$ cat src/rtl/enigma_stream_core.sv
// enigma_stream_core: single-stage streaming Enigma cipher.
// The rotors step on each accepted valid symbol. The symbol then goes through the
// forward rotor chain, the reflector and the backward chain within the same cycle.
// The result lands in a one-deep output register with valid/ready handshaking.
module enigma_stream_core #(
  parameter int SYM_W      = 6,
  parameter int ALPHABET   = 26,
  parameter int NUM_ROTORS = 3,
  parameter int NOTCH      = 16
) (
  input  logic                        clk,
  input  logic                        rst,
  input  logic                        load,
  input  logic [NUM_ROTORS*SYM_W-1:0] load_pos,
  input  logic                        in_valid,
  output logic                        in_ready,
  input  logic [SYM_W-1:0]            in_sym,
  output logic                        out_valid,
  input  logic                        out_ready,
  output logic [SYM_W-1:0]            out_sym,
  output logic                        out_err,
  output logic [NUM_ROTORS*SYM_W-1:0] pos
);

  // One extra bit so that ALPHABET == 2^SYM_W and sums up to 2*ALPHABET-2 are representable.
  localparam logic [SYM_W:0]   ALPHA_W = (SYM_W+1)'(ALPHABET);
  localparam logic [SYM_W-1:0] AMAX    = SYM_W'(ALPHABET - 1);
  localparam logic [SYM_W-1:0] NOTCH_S = SYM_W'(NOTCH);

  // (a + b) mod ALPHABET for a, b already reduced: a single conditional subtract.
  function automatic logic [SYM_W-1:0] add_mod(input logic [SYM_W-1:0] a,
                                                input logic [SYM_W-1:0] b);
    logic [SYM_W:0] s;
    s = {1'b0, a} + {1'b0, b};
    if (s >= ALPHA_W) s = s - ALPHA_W;
    return s[SYM_W-1:0];
  endfunction

  // (a - b) mod ALPHABET for a, b already reduced: a single conditional add.
  function automatic logic [SYM_W-1:0] sub_mod(input logic [SYM_W-1:0] a,
                                                input logic [SYM_W-1:0] b);
    logic [SYM_W:0] s;
    if (a < b) s = {1'b0, a} + ALPHA_W - {1'b0, b};
    else       s = {1'b0, a} - {1'b0, b};
    return s[SYM_W-1:0];
  endfunction

  // Rotor advance with wrap from ALPHABET-1 back to 0.
  function automatic logic [SYM_W-1:0] inc_mod(input logic [SYM_W-1:0] a);
    return (a == AMAX) ? '0 : a + 1'b1;
  endfunction

  logic [SYM_W-1:0]      pos_p1 [NUM_ROTORS];
  logic                  vld_p1;
  logic [SYM_W-1:0]      out_sym_p1;
  logic                  out_err_p1;

  logic [NUM_ROTORS-1:0] step_p0;
  logic [SYM_W-1:0]      qpos_p0 [NUM_ROTORS];
  logic [SYM_W-1:0]      ld_p0   [NUM_ROTORS];
  logic [SYM_W-1:0]      fwd_p0;
  logic [SYM_W-1:0]      refl_p0;
  logic [SYM_W-1:0]      bwd_p0;
  logic                  sym_ok_p0;
  logic                  accept_p0;

  // ---- stage p0: handshake, stepping and combinational cipher path ----

  // Load never coincides with an accept; the output slot frees up when it is being drained.
  assign in_ready  = !load && (!vld_p1 || out_ready);
  assign accept_p0 = in_valid && in_ready;
  assign sym_ok_p0 = ({1'b0, in_sym} < ALPHA_W);

  // Step decisions from pre-step positions, including the middle-rotor double-step.
  always_comb begin
    step_p0    = '0;
    step_p0[0] = 1'b1;
    for (int k = 1; k < NUM_ROTORS; k++) begin
      step_p0[k] = (pos_p1[k-1] == NOTCH_S) ||
                   ((k <= NUM_ROTORS - 2) && (pos_p1[k] == NOTCH_S));
    end
    for (int k = 0; k < NUM_ROTORS; k++) begin
      qpos_p0[k] = step_p0[k] ? inc_mod(pos_p1[k]) : pos_p1[k];
    end
  end

  // Load values, with out-of-alphabet fields forced to position 0.
  always_comb begin
    for (int k = 0; k < NUM_ROTORS; k++) begin
      ld_p0[k] = ({1'b0, load_pos[k*SYM_W +: SYM_W]} < ALPHA_W) ?
                 load_pos[k*SYM_W +: SYM_W] : '0;
    end
  end

  // Forward chain, reflector (mirror about the alphabet centre), then backward chain.
  always_comb begin
    fwd_p0 = in_sym;
    for (int k = 0; k < NUM_ROTORS; k++) begin
      fwd_p0 = add_mod(fwd_p0, qpos_p0[k]);
    end
    refl_p0 = AMAX - fwd_p0;
    bwd_p0  = refl_p0;
    for (int k = NUM_ROTORS - 1; k >= 0; k--) begin
      bwd_p0 = sub_mod(bwd_p0, qpos_p0[k]);
    end
  end

  // ---- stage p1: rotor position and output registers ----

  // Rotor positions: reset to zero, load from load_pos, step only on a valid-symbol accept.
  always_ff @(posedge clk) begin
    if (rst) begin
      for (int k = 0; k < NUM_ROTORS; k++) pos_p1[k] <= '0;
    end else if (load) begin
      for (int k = 0; k < NUM_ROTORS; k++) pos_p1[k] <= ld_p0[k];
    end else if (accept_p0 && sym_ok_p0) begin
      for (int k = 0; k < NUM_ROTORS; k++) pos_p1[k] <= qpos_p0[k];
    end
  end

  // Output slot: filled on accept, emptied on consume; invalid symbols pass through flagged.
  always_ff @(posedge clk) begin
    if (rst) begin
      vld_p1     <= 1'b0;
      out_sym_p1 <= '0;
      out_err_p1 <= 1'b0;
    end else if (accept_p0) begin
      vld_p1     <= 1'b1;
      out_sym_p1 <= sym_ok_p0 ? bwd_p0 : in_sym;
      out_err_p1 <= !sym_ok_p0;
    end else if (vld_p1 && out_ready) begin
      vld_p1     <= 1'b0;
    end
  end

  // Pack rotor positions onto the flat port.
  always_comb begin
    pos = '0;
    for (int k = 0; k < NUM_ROTORS; k++) pos[k*SYM_W +: SYM_W] = pos_p1[k];
  end

  assign out_valid = vld_p1;
  assign out_sym   = out_sym_p1;
  assign out_err   = out_err_p1;

endmodule
$ cat config.mk
export PLATFORM = sky130hd
export DESIGN_NAME = enigma_stream_core
export DESIGN_NICKNAME = d
export VERILOG_FILES = /design/src/rtl/enigma_stream_core.sv
export SDC_FILE = /design/constraint.sdc
export NUM_CORES = 1
export LEC_CHECK = 0
export BUFFER_PORTS_ARGS = -buffer_cell sky130_fd_sc_hd__buf_2
export CAP_MARGIN = 40
export CORE_ASPECT_RATIO = 0.9
export CORE_MARGIN = 3
export CORE_UTILIZATION = 35
export DETAILED_ROUTE_END_ITERATION = 8
export GPL_TIMING_DRIVEN = 0
export PLACE_DENSITY = 0.64
export SKIP_CTS_REPAIR_TIMING = 1
export SLEW_MARGIN = 20
export SYNTH_ARGS = -nofsm -noshare
export SYNTH_HDL_FRONTEND = slang
export SYNTH_SLANG_ARGS = --single-unit
export TNS_END_PERCENT = 10
$ cat constraint.sdc
create_clock -name clk -period 21.6 [get_ports clk]
set_input_delay 0 -clock clk [delete_from_list [all_inputs] [get_ports clk]]
set_output_delay 0 -clock clk [all_outputs]
set_load 0.01 [all_outputs]
==> results of run 1 <==
## cells by family (layout without fill, tap and decap cells)
kind of cell | count (synthesis) | count (layout) | share of synthesized area, %
AO/OA/AOI/OAI | 122 | 122 | 19.08
buffers and inverters | 74 | 133 | 6.777
multiplexers | 7 | 7 | 1.862
AND/OR/NAND/NOR | 145 | 145 | 16.88
flip-flops | 26 | 26 | 17.09
XOR/XNOR | 53 | 53 | 11.32
adder cells (fa/ha/maj) | 82 | 82 | 26.98
## registers in the layout (all words and copies together) (netlist names)
register	count
pos_p1	18
out_valid	1
out_sym	6
out_err	1
## metrics by stage
| step | instance area [µm²] | instances |
|---|---|---|
| floorplan | 4099 | 509 |
| global placement | 4564 | 716 |
| detailed placement | 4564 | 716 |
| CTS | 4664 | 720 |
| global route | 4664 | 720 |
| finish | 4664 | 720 |
## worst register-to-register path, delay by kind of cell (launching register included)
family	cells	cell delay (ns)
and+or+nand+nor	10	1.59
AOI/OAI and AO/OA	18	3.70
adders and majority gates	13	4.05
DFF	1	0.44
buffers and inverters	8	0.76
xor gates and xnor gates	8	2.31
## metal layers
layer | track usage (%) | wire [µm] | vias to the layer above
met1 | 20.20 | 4715 | 1712
li1 | - | - | 1860
met4 | 1.881 | 57 | 0
met3 | 1.089 | 246 | 4
met2 | 25.47 | 4559 | 59
met5 | 0 | 0 | -
## cell type report
class	count	area, µm²	share of cell area [%]
plain buffers	5	18.77	0.4024
clock buffers	4	100.1	2.146
inverters	69	259.0	5.553
multi-input cells	409	3120	66.90
flip-flops and latches	26	700.7	15.02
well taps	152	190.2	4.077
repair buffers	55	275.3	5.901
## cell usage in the layout, fill, tap and decap left out, types with 8 or more instances in the layout
cell and instances:
sky130_fd_sc_hd__ha_1 70, sky130_fd_sc_hd__inv_1 69, sky130_fd_sc_hd__buf_2 55, sky130_fd_sc_hd__nand2_1 47, sky130_fd_sc_hd__a21oi_1 37, sky130_fd_sc_hd__nor2_1 35
sky130_fd_sc_hd__xnor2_1 33, sky130_fd_sc_hd__o21ai_0 29, sky130_fd_sc_hd__xor2_1 20, sky130_fd_sc_hd__edfxtp_1 18, sky130_fd_sc_hd__a21o_1 14, sky130_fd_sc_hd__nand3_1 13
sky130_fd_sc_hd__nor3_1 13, sky130_fd_sc_hd__fa_1 11, sky130_fd_sc_hd__nor2b_1 8, sky130_fd_sc_hd__dfxtp_1 8
## how the worst max path moves through the flow
stage                           start                 endpoint  depth (start not counted)
6_report       pos_p1[0][1]$_DFFE_PP_  out_sym[5]$_SDFFE_PP0P_                         57
5_1_grt        pos_p1[0][1]$_DFFE_PP_  out_sym[5]$_SDFFE_PP0P_                         57
4_1_cts        pos_p1[0][1]$_DFFE_PP_  out_sym[5]$_SDFFE_PP0P_                         56
3_5_place_dp   pos_p1[0][1]$_DFFE_PP_  out_sym[5]$_SDFFE_PP0P_                         56
3_3_place_gp   pos_p1[0][1]$_DFFE_PP_  out_sym[5]$_SDFFE_PP0P_                         56
2_1_floorplan  pos_p1[0][1]$_DFFE_PP_  out_sym[5]$_SDFFE_PP0P_                         56
==> results.json, run 1 <==
{
  "outcome": "completed",
  "initial_core_util_pct": 36.84,
  "grt_util_all_layers_pct": 14.52,
  "detail_route.wirelength_mm": 9.579,
  "hpwl_mm": 8.289,
  "critical_path.endpoint_type": "flip-flop",
  "hold_depth": 3,
  "worstSkewPairLatency_ns": 0.26,
  "cap_violations": 0,
  "asyncSetResetFlopFracSynth_pct": 0,
  "synthesis.instances": 509,
  "routedWlPerCell_um": 13.30,
  "post_synth_main_area_contributors": "sky130_fd_sc_hd__ha_1, sky130_fd_sc_hd__edfxtp_1, sky130_fd_sc_hd__xnor2_1",
  "cpPeakStageDelay_ns": 0.51,
  "hold_path.class": "input pin to flip-flop",
  "r2r_start": "pos_p1[0][1]$_DFFE_PP_",
  "cts.reportedPaths.clkPinSlew_ns": 0.07,
  "preCtsSetupSlack_ns": 8.610,
  "final_hold_viol_count": 0,
  "fmaxAchievable_mhz": 76.89,
  "die_area_mm2": 0.01305,
  "fin_hold_ws_ns": 0.01095,
  "floorplan.rows": 36,
  "rsz0062_at_grt": "no",
  "gp_congestion": 0.8594,
  "initial_antenna_violation_count": 0,
  "design.portCount": 56,
  "timing.reg2reg.worst_path_depth": 57,
  "post_route_cells_drive_above_1_share_pct": 13.56,
  "antenna_cells_inserted": 0,
  "yosys_most_used_dff": "sky130_fd_sc_hd__edfxtp_1",
  "most_frequently_used_cell_type_in_the_post_synthesis_netlist": "sky130_fd_sc_hd__ha_1",
  "pre_antenna_drt_iters": 5,
  "cts_made_buffers": 3,
  "clock_tree.buffer_depth": 2,
  "clock_sinks": 26,
  "regToRegSetupSlack_ns": 8.59,
  "root_buffer": "sky130_fd_sc_hd__clkbuf_16",
  "syn-mean-instance-area_um2": 8.053,
  "critPathRequiredTime_ns": 21.74,
  "synth-edff-count": 18,
  "final_net_count": 679,
  "post-route-worst-setup-slack_ns": 8.595,
  "hold_path.startpoint": "out_ready",
  "fp.coreArea_mm2": 0.01113,
  "tritoncts": "built",
  "die_height_um": 108.7,
  "worst-slew-pin-transition_ns": 0.7464,
  "slew-limit-headroom_pct": 49.82,
  "worst-path-buf-inv": 8,
  "synth_fp_nets": 619,
  "synth_commonest_cells": "sky130_fd_sc_hd__ha_1, sky130_fd_sc_hd__inv_1, sky130_fd_sc_hd__nand2_1",
  "drt_first_iter_violations": 137,
  "placement.io_buffers": 55,
  "layout_min_cycle_time_ns": 13.01,
  "drcViolationCount": 0,
  "vias_per_cell": 5.049,
  "timing.critical_path.from_type": "flip-flop",
  "grt_first_pass_wirelength_mm": 15.99,
  "finalCoreUtilization_pct": 41.93,
  "yosysUniqueCellTypes": 51,
  "post_route_setup_tns_ns": 0,
  "route.antenna.remaining_nets": 0,
  "num_vias": 3635,
  "period_share_pct": 60.21,
  "critical_path.top_delay_family": "adder cells",
  "arrival_ns": 13.15,
  "warnings_from_yosys": 0,
  "floorplan_die_width_um": 120.1,
  "setup-violations-final": 0,
  "grt_max_degree": 19,
  "layout_overhead_on_the_synthesized_area_pct": 13.80,
  "finalClockSkew_ns": 0.01255,
  "whs_endpoint": "out_valid$_SDFFE_PP0P_",
  "synth_area_mm2": 0.004099,
  "fillerInstances": 1128,
  "synth_top_cell_by_area": "sky130_fd_sc_hd__ha_1",
  "crit_type": "flip-flop to flip-flop",
  "timing.rr.end": "out_sym[5]$_SDFFE_PP0P_",
  "timing.critical_path.slowest_stage_cell": "sky130_fd_sc_hd__a21oi_1",
  "ys_ff_latch": 26,
  "cts_max_level": 1,
  "cp_max_fo": 7,
  "yosysTopAreaCellShare_pct": 21.37,
  "first_global_vias": 3470,
  "globalRoute.totalOverflow": 0,
  "timing_max_transition_violations_final": 0,
  "synth_sequential_area_ratio_pct": 17.09
}
Power of run 1 is left out: the tool's default activity adds up to more than one toggle a clock period on the data nets, which glitch-free logic cannot reach.
==> run 2: changes to the inputs <==
--- a/config.mk
+++ b/config.mk
@@ -5,6 +5,7 @@
 export SDC_FILE = /design/constraint.sdc
 export NUM_CORES = 1
 export LEC_CHECK = 0
+export ABC_AREA = 1
 export BUFFER_PORTS_ARGS = -buffer_cell sky130_fd_sc_hd__buf_2
 export CAP_MARGIN = 40
 export CORE_ASPECT_RATIO = 0.9
@@ -12,7 +13,7 @@
 export CORE_UTILIZATION = 35
 export DETAILED_ROUTE_END_ITERATION = 8
 export GPL_TIMING_DRIVEN = 0
-export PLACE_DENSITY = 0.64
+export PLACE_DENSITY = 0.65
 export SKIP_CTS_REPAIR_TIMING = 1
 export SLEW_MARGIN = 20
 export SYNTH_ARGS = -nofsm -noshare
==> constraint.sdc (replaced) <==
create_clock -name clk -period 10.8 [get_ports clk]
set_input_delay 0 -clock clk [delete_from_list [all_inputs] [get_ports clk]]
set_output_delay 0 -clock clk [all_outputs]
set_load 0.01 [all_outputs]
==> run 2 against run 1 <==
Compared with the run above:
- clock skew is 0.0065 ns lower
- area after synthesis is 13% higher
- wire length is 20% higher
- worst hold slack better by 0.049 ns
- critical path depth is 2 lower
- critical endpoint unchanged
- largest cell class unchanged
- highest routed layer unchanged
==> results.json, run 2 <==
{
  "outcome": "completed",
  "synth_sequential_area_ratio_pct": 15.10,
  "cpPeakStageDelay_ns": 0.59,
  "floorplan.rows": 39,
  "timing_max_transition_violations_final": 0,
  "layout_min_cycle_time_ns": 10.22,
  "initial_antenna_violation_count": 0,
  "setup-violations-final": 0,
  "vias_per_cell": 4.872,
  "r2r_start": "pos_p1[0][2]$_DFFE_PP_",
  "top_register": "pos_p1",
  "floorplan_die_width_um": 127.4,
  "grt_first_pass_wirelength_mm": 17.79,
  "clock_tree.buffer_depth": 2,
  "critical_path.top_delay_family": "adder cells",
  "mostFrequentLayoutCell": "sky130_fd_sc_hd__inv_1",
  "hpwl_mm": 9.507,
  "final_hold_viol_count": 0,
  "globalRoute.totalOverflow": 0,
  "layout_overhead_on_the_synthesized_area_pct": 19.77,
  "final_net_count": 848,
  "hold_path.startpoint": "load_pos[12]",
  "fillerInstances": 1311,
  "post_route_cells_drive_above_1_share_pct": 24.02,
  "design.portCount": 56,
  "grt_util_all_layers_pct": 14.71,
  "fin_hold_ws_ns": 0.05972,
  "critical_path.endpoint_type": "flip-flop",
  "synth_commonest_cells": "sky130_fd_sc_hd__inv_1, sky130_fd_sc_hd__nand2_1, sky130_fd_sc_hd__ha_1",
  "die_height_um": 115.2,
  "hold_path.class": "input pin to flip-flop",
  "largest_register_ff_count": 18,
  "timing.critical_path.from_type": "flip-flop",
  "asyncSetResetFlopFracSynth_pct": 0,
  "warnings_from_yosys": 0,
  "timing.rr.end": "out_sym[5]$_SDFFE_PP0P_",
  "fmaxAchievable_mhz": 97.81,
  "regToRegSetupSlack_ns": 0.58,
  "synth_area_mm2": 0.004639,
  "placement.io_buffers": 54,
  "synth-edff-count": 18,
  "tritoncts": "built",
  "grt_max_degree": 19,
  "yosysUniqueCellTypes": 44,
  "critical-path-top-cell-by-count": "sky130_fd_sc_hd__inv_1",
  "arrival_ns": 10.43,
  "hold_depth": 2,
  "yosys_most_used_dff": "sky130_fd_sc_hd__edfxtp_1",
  "worst-slew-pin-transition_ns": 0.5237,
  "initial_core_util_pct": 36.15,
  "cap_violations": 0,
  "clock_sinks": 26,
  "route.antenna.remaining_nets": 0,
  "die_area_mm2": 0.01468,
  "antenna_cells_inserted": 0,
  "pre_antenna_drt_iters": 5,
  "cp_max_fo": 7,
  "worst-path-buf-inv": 10,
  "routedWlPerCell_um": 12.74,
  "fp.coreArea_mm2": 0.01283,
  "post_synth_main_area_contributors": "sky130_fd_sc_hd__ha_1, sky130_fd_sc_hd__edfxtp_1, sky130_fd_sc_hd__inv_1",
  "post-route-worst-setup-slack_ns": 0.5761,
  "synthesis.instances": 659,
  "finalClockSkew_ns": 0.006088,
  "cts_made_buffers": 3,
  "num_vias": 4390,
  "syn-mean-instance-area_um2": 7.040,
  "first_global_vias": 3779,
  "crit_type": "flip-flop to flip-flop",
  "drt_first_iter_violations": 240,
  "timing.reg2reg.worst_path_depth": 55,
  "gp_congestion": 0.8712,
  "drcViolationCount": 0,
  "root_buffer": "sky130_fd_sc_hd__clkbuf_16",
  "preCtsSetupSlack_ns": -0.5767,
  "cts_max_level": 1,
  "detail_route.wirelength_mm": 11.48,
  "cts.reportedPaths.clkPinSlew_ns": 0.07,
  "most_frequently_used_cell_type_in_the_post_synthesis_netlist": "sky130_fd_sc_hd__inv_1",
  "yosysTopAreaCellShare_pct": 18.88,
  "ys_ff_latch": 26,
  "finalCoreUtilization_pct": 43.30,
  "whs_endpoint": "pos_p1[0][12]$_DFFE_PP_",
  "synth_fp_nets": 769,
  "synth_top_cell_by_area": "sky130_fd_sc_hd__ha_1",
  "worstSkewPairLatency_ns": 0.27,
  "period_share_pct": 94.67,
  "commonest_non_fill_non_tap_cells_in_the_layout": "sky130_fd_sc_hd__inv_1, sky130_fd_sc_hd__nand2_1, sky130_fd_sc_hd__ha_1",
  "critPathRequiredTime_ns": 11.00,
  "slew-limit-headroom_pct": 64.93,
  "timing.critical_path.slowest_stage_cell": "sky130_fd_sc_hd__fa_2"
}
## run 2: cell types whose count changed in the layout (fill, tap and decap cells not counted), moves of 12 or more
cell | previous run | this run
sky130_fd_sc_hd__nor2_2 | 1 | 14
sky130_fd_sc_hd__nand3_1 | 13 | 50
sky130_fd_sc_hd__xnor2_1 | 33 | 8
sky130_fd_sc_hd__nand2_1 | 47 | 109
sky130_fd_sc_hd__nor3_1 | 13 | 1
sky130_fd_sc_hd__nand4_1 | 0 | 12
sky130_fd_sc_hd__nand2_2 | 0 | 20
sky130_fd_sc_hd__buf_4 | 0 | 19
sky130_fd_sc_hd__inv_1 | 69 | 129
## run 2: layer usage
layer | vias to the layer above | wire, µm | global-route usage [%]
li1 | 2308 | - | -
met1 | 1988 | 5791 | 22.21
met2 | 85 | 5129 | 23.33
met3 | 9 | 422 | 0.5109
met4 | 0 | 139 | 3.360
met5 | - | 0 | 0
## run 2: cell type report
cell class	count	area [µm²]	share of cell area (%)
Timing Repair Buffer	74	424.2	7.633
Multi-Input combinational cell	490	3582	64.47
Tap cell	164	205.2	3.693
Sequential cell	26	700.7	12.61
Inverter	139	521.8	9.390
Buffer	4	22.52	0.4053
Clock buffer	4	100.1	1.801
## run 2: worst max-delay path by stage
stage                                 from                       to  slack, ns  cells past startpoint
global route        pos_p1[0][2]$_DFFE_PP_  out_sym[4]$_SDFFE_PP0P_      -0.08                     68
detailed placement  pos_p1[0][0]$_DFFE_PP_  out_sym[5]$_SDFFE_PP0P_      -0.58                     58
CTS                 pos_p1[0][0]$_DFFE_PP_  out_sym[5]$_SDFFE_PP0P_      -0.65                     58
floorplan           pos_p1[0][2]$_DFFE_PP_  out_sym[5]$_SDFFE_PP0P_       0.70                     52
finish              pos_p1[0][2]$_DFFE_PP_  out_sym[5]$_SDFFE_PP0P_       0.58                     55
global placement    pos_p1[0][0]$_DFFE_PP_  out_sym[4]$_SDFFE_PP0P_      -0.52                     62
## run 2: logic make-up after synthesis
| logic type | share of synthesized area (%) |
|---|---|
| adders and majority gates | 23.62 |
| AOI/OAI and AO/OA | 13.13 |
| and+or+nand+nor | 29.13 |
| DFF | 15.10 |
| xor gates and xnor gates | 7.281 |
| buffers and inverters | 11.73 |
## run 2: per-stage QoR
| stage | std cells | area (µm²) | TNS, ns |
|---|---|---|---|
| after floorplan | 659 | 4639 | 0 |
| after global placement | 877 | 5115 | -2.159 |
| after detailed placement | 877 | 5115 | -2.260 |
| after CTS | 881 | 5215 | -2.599 |
| after global routing | 901 | 5557 | -0.1343 |
| final | 901 | 5557 | 0 |
Power of run 2 is left out for the same reason.
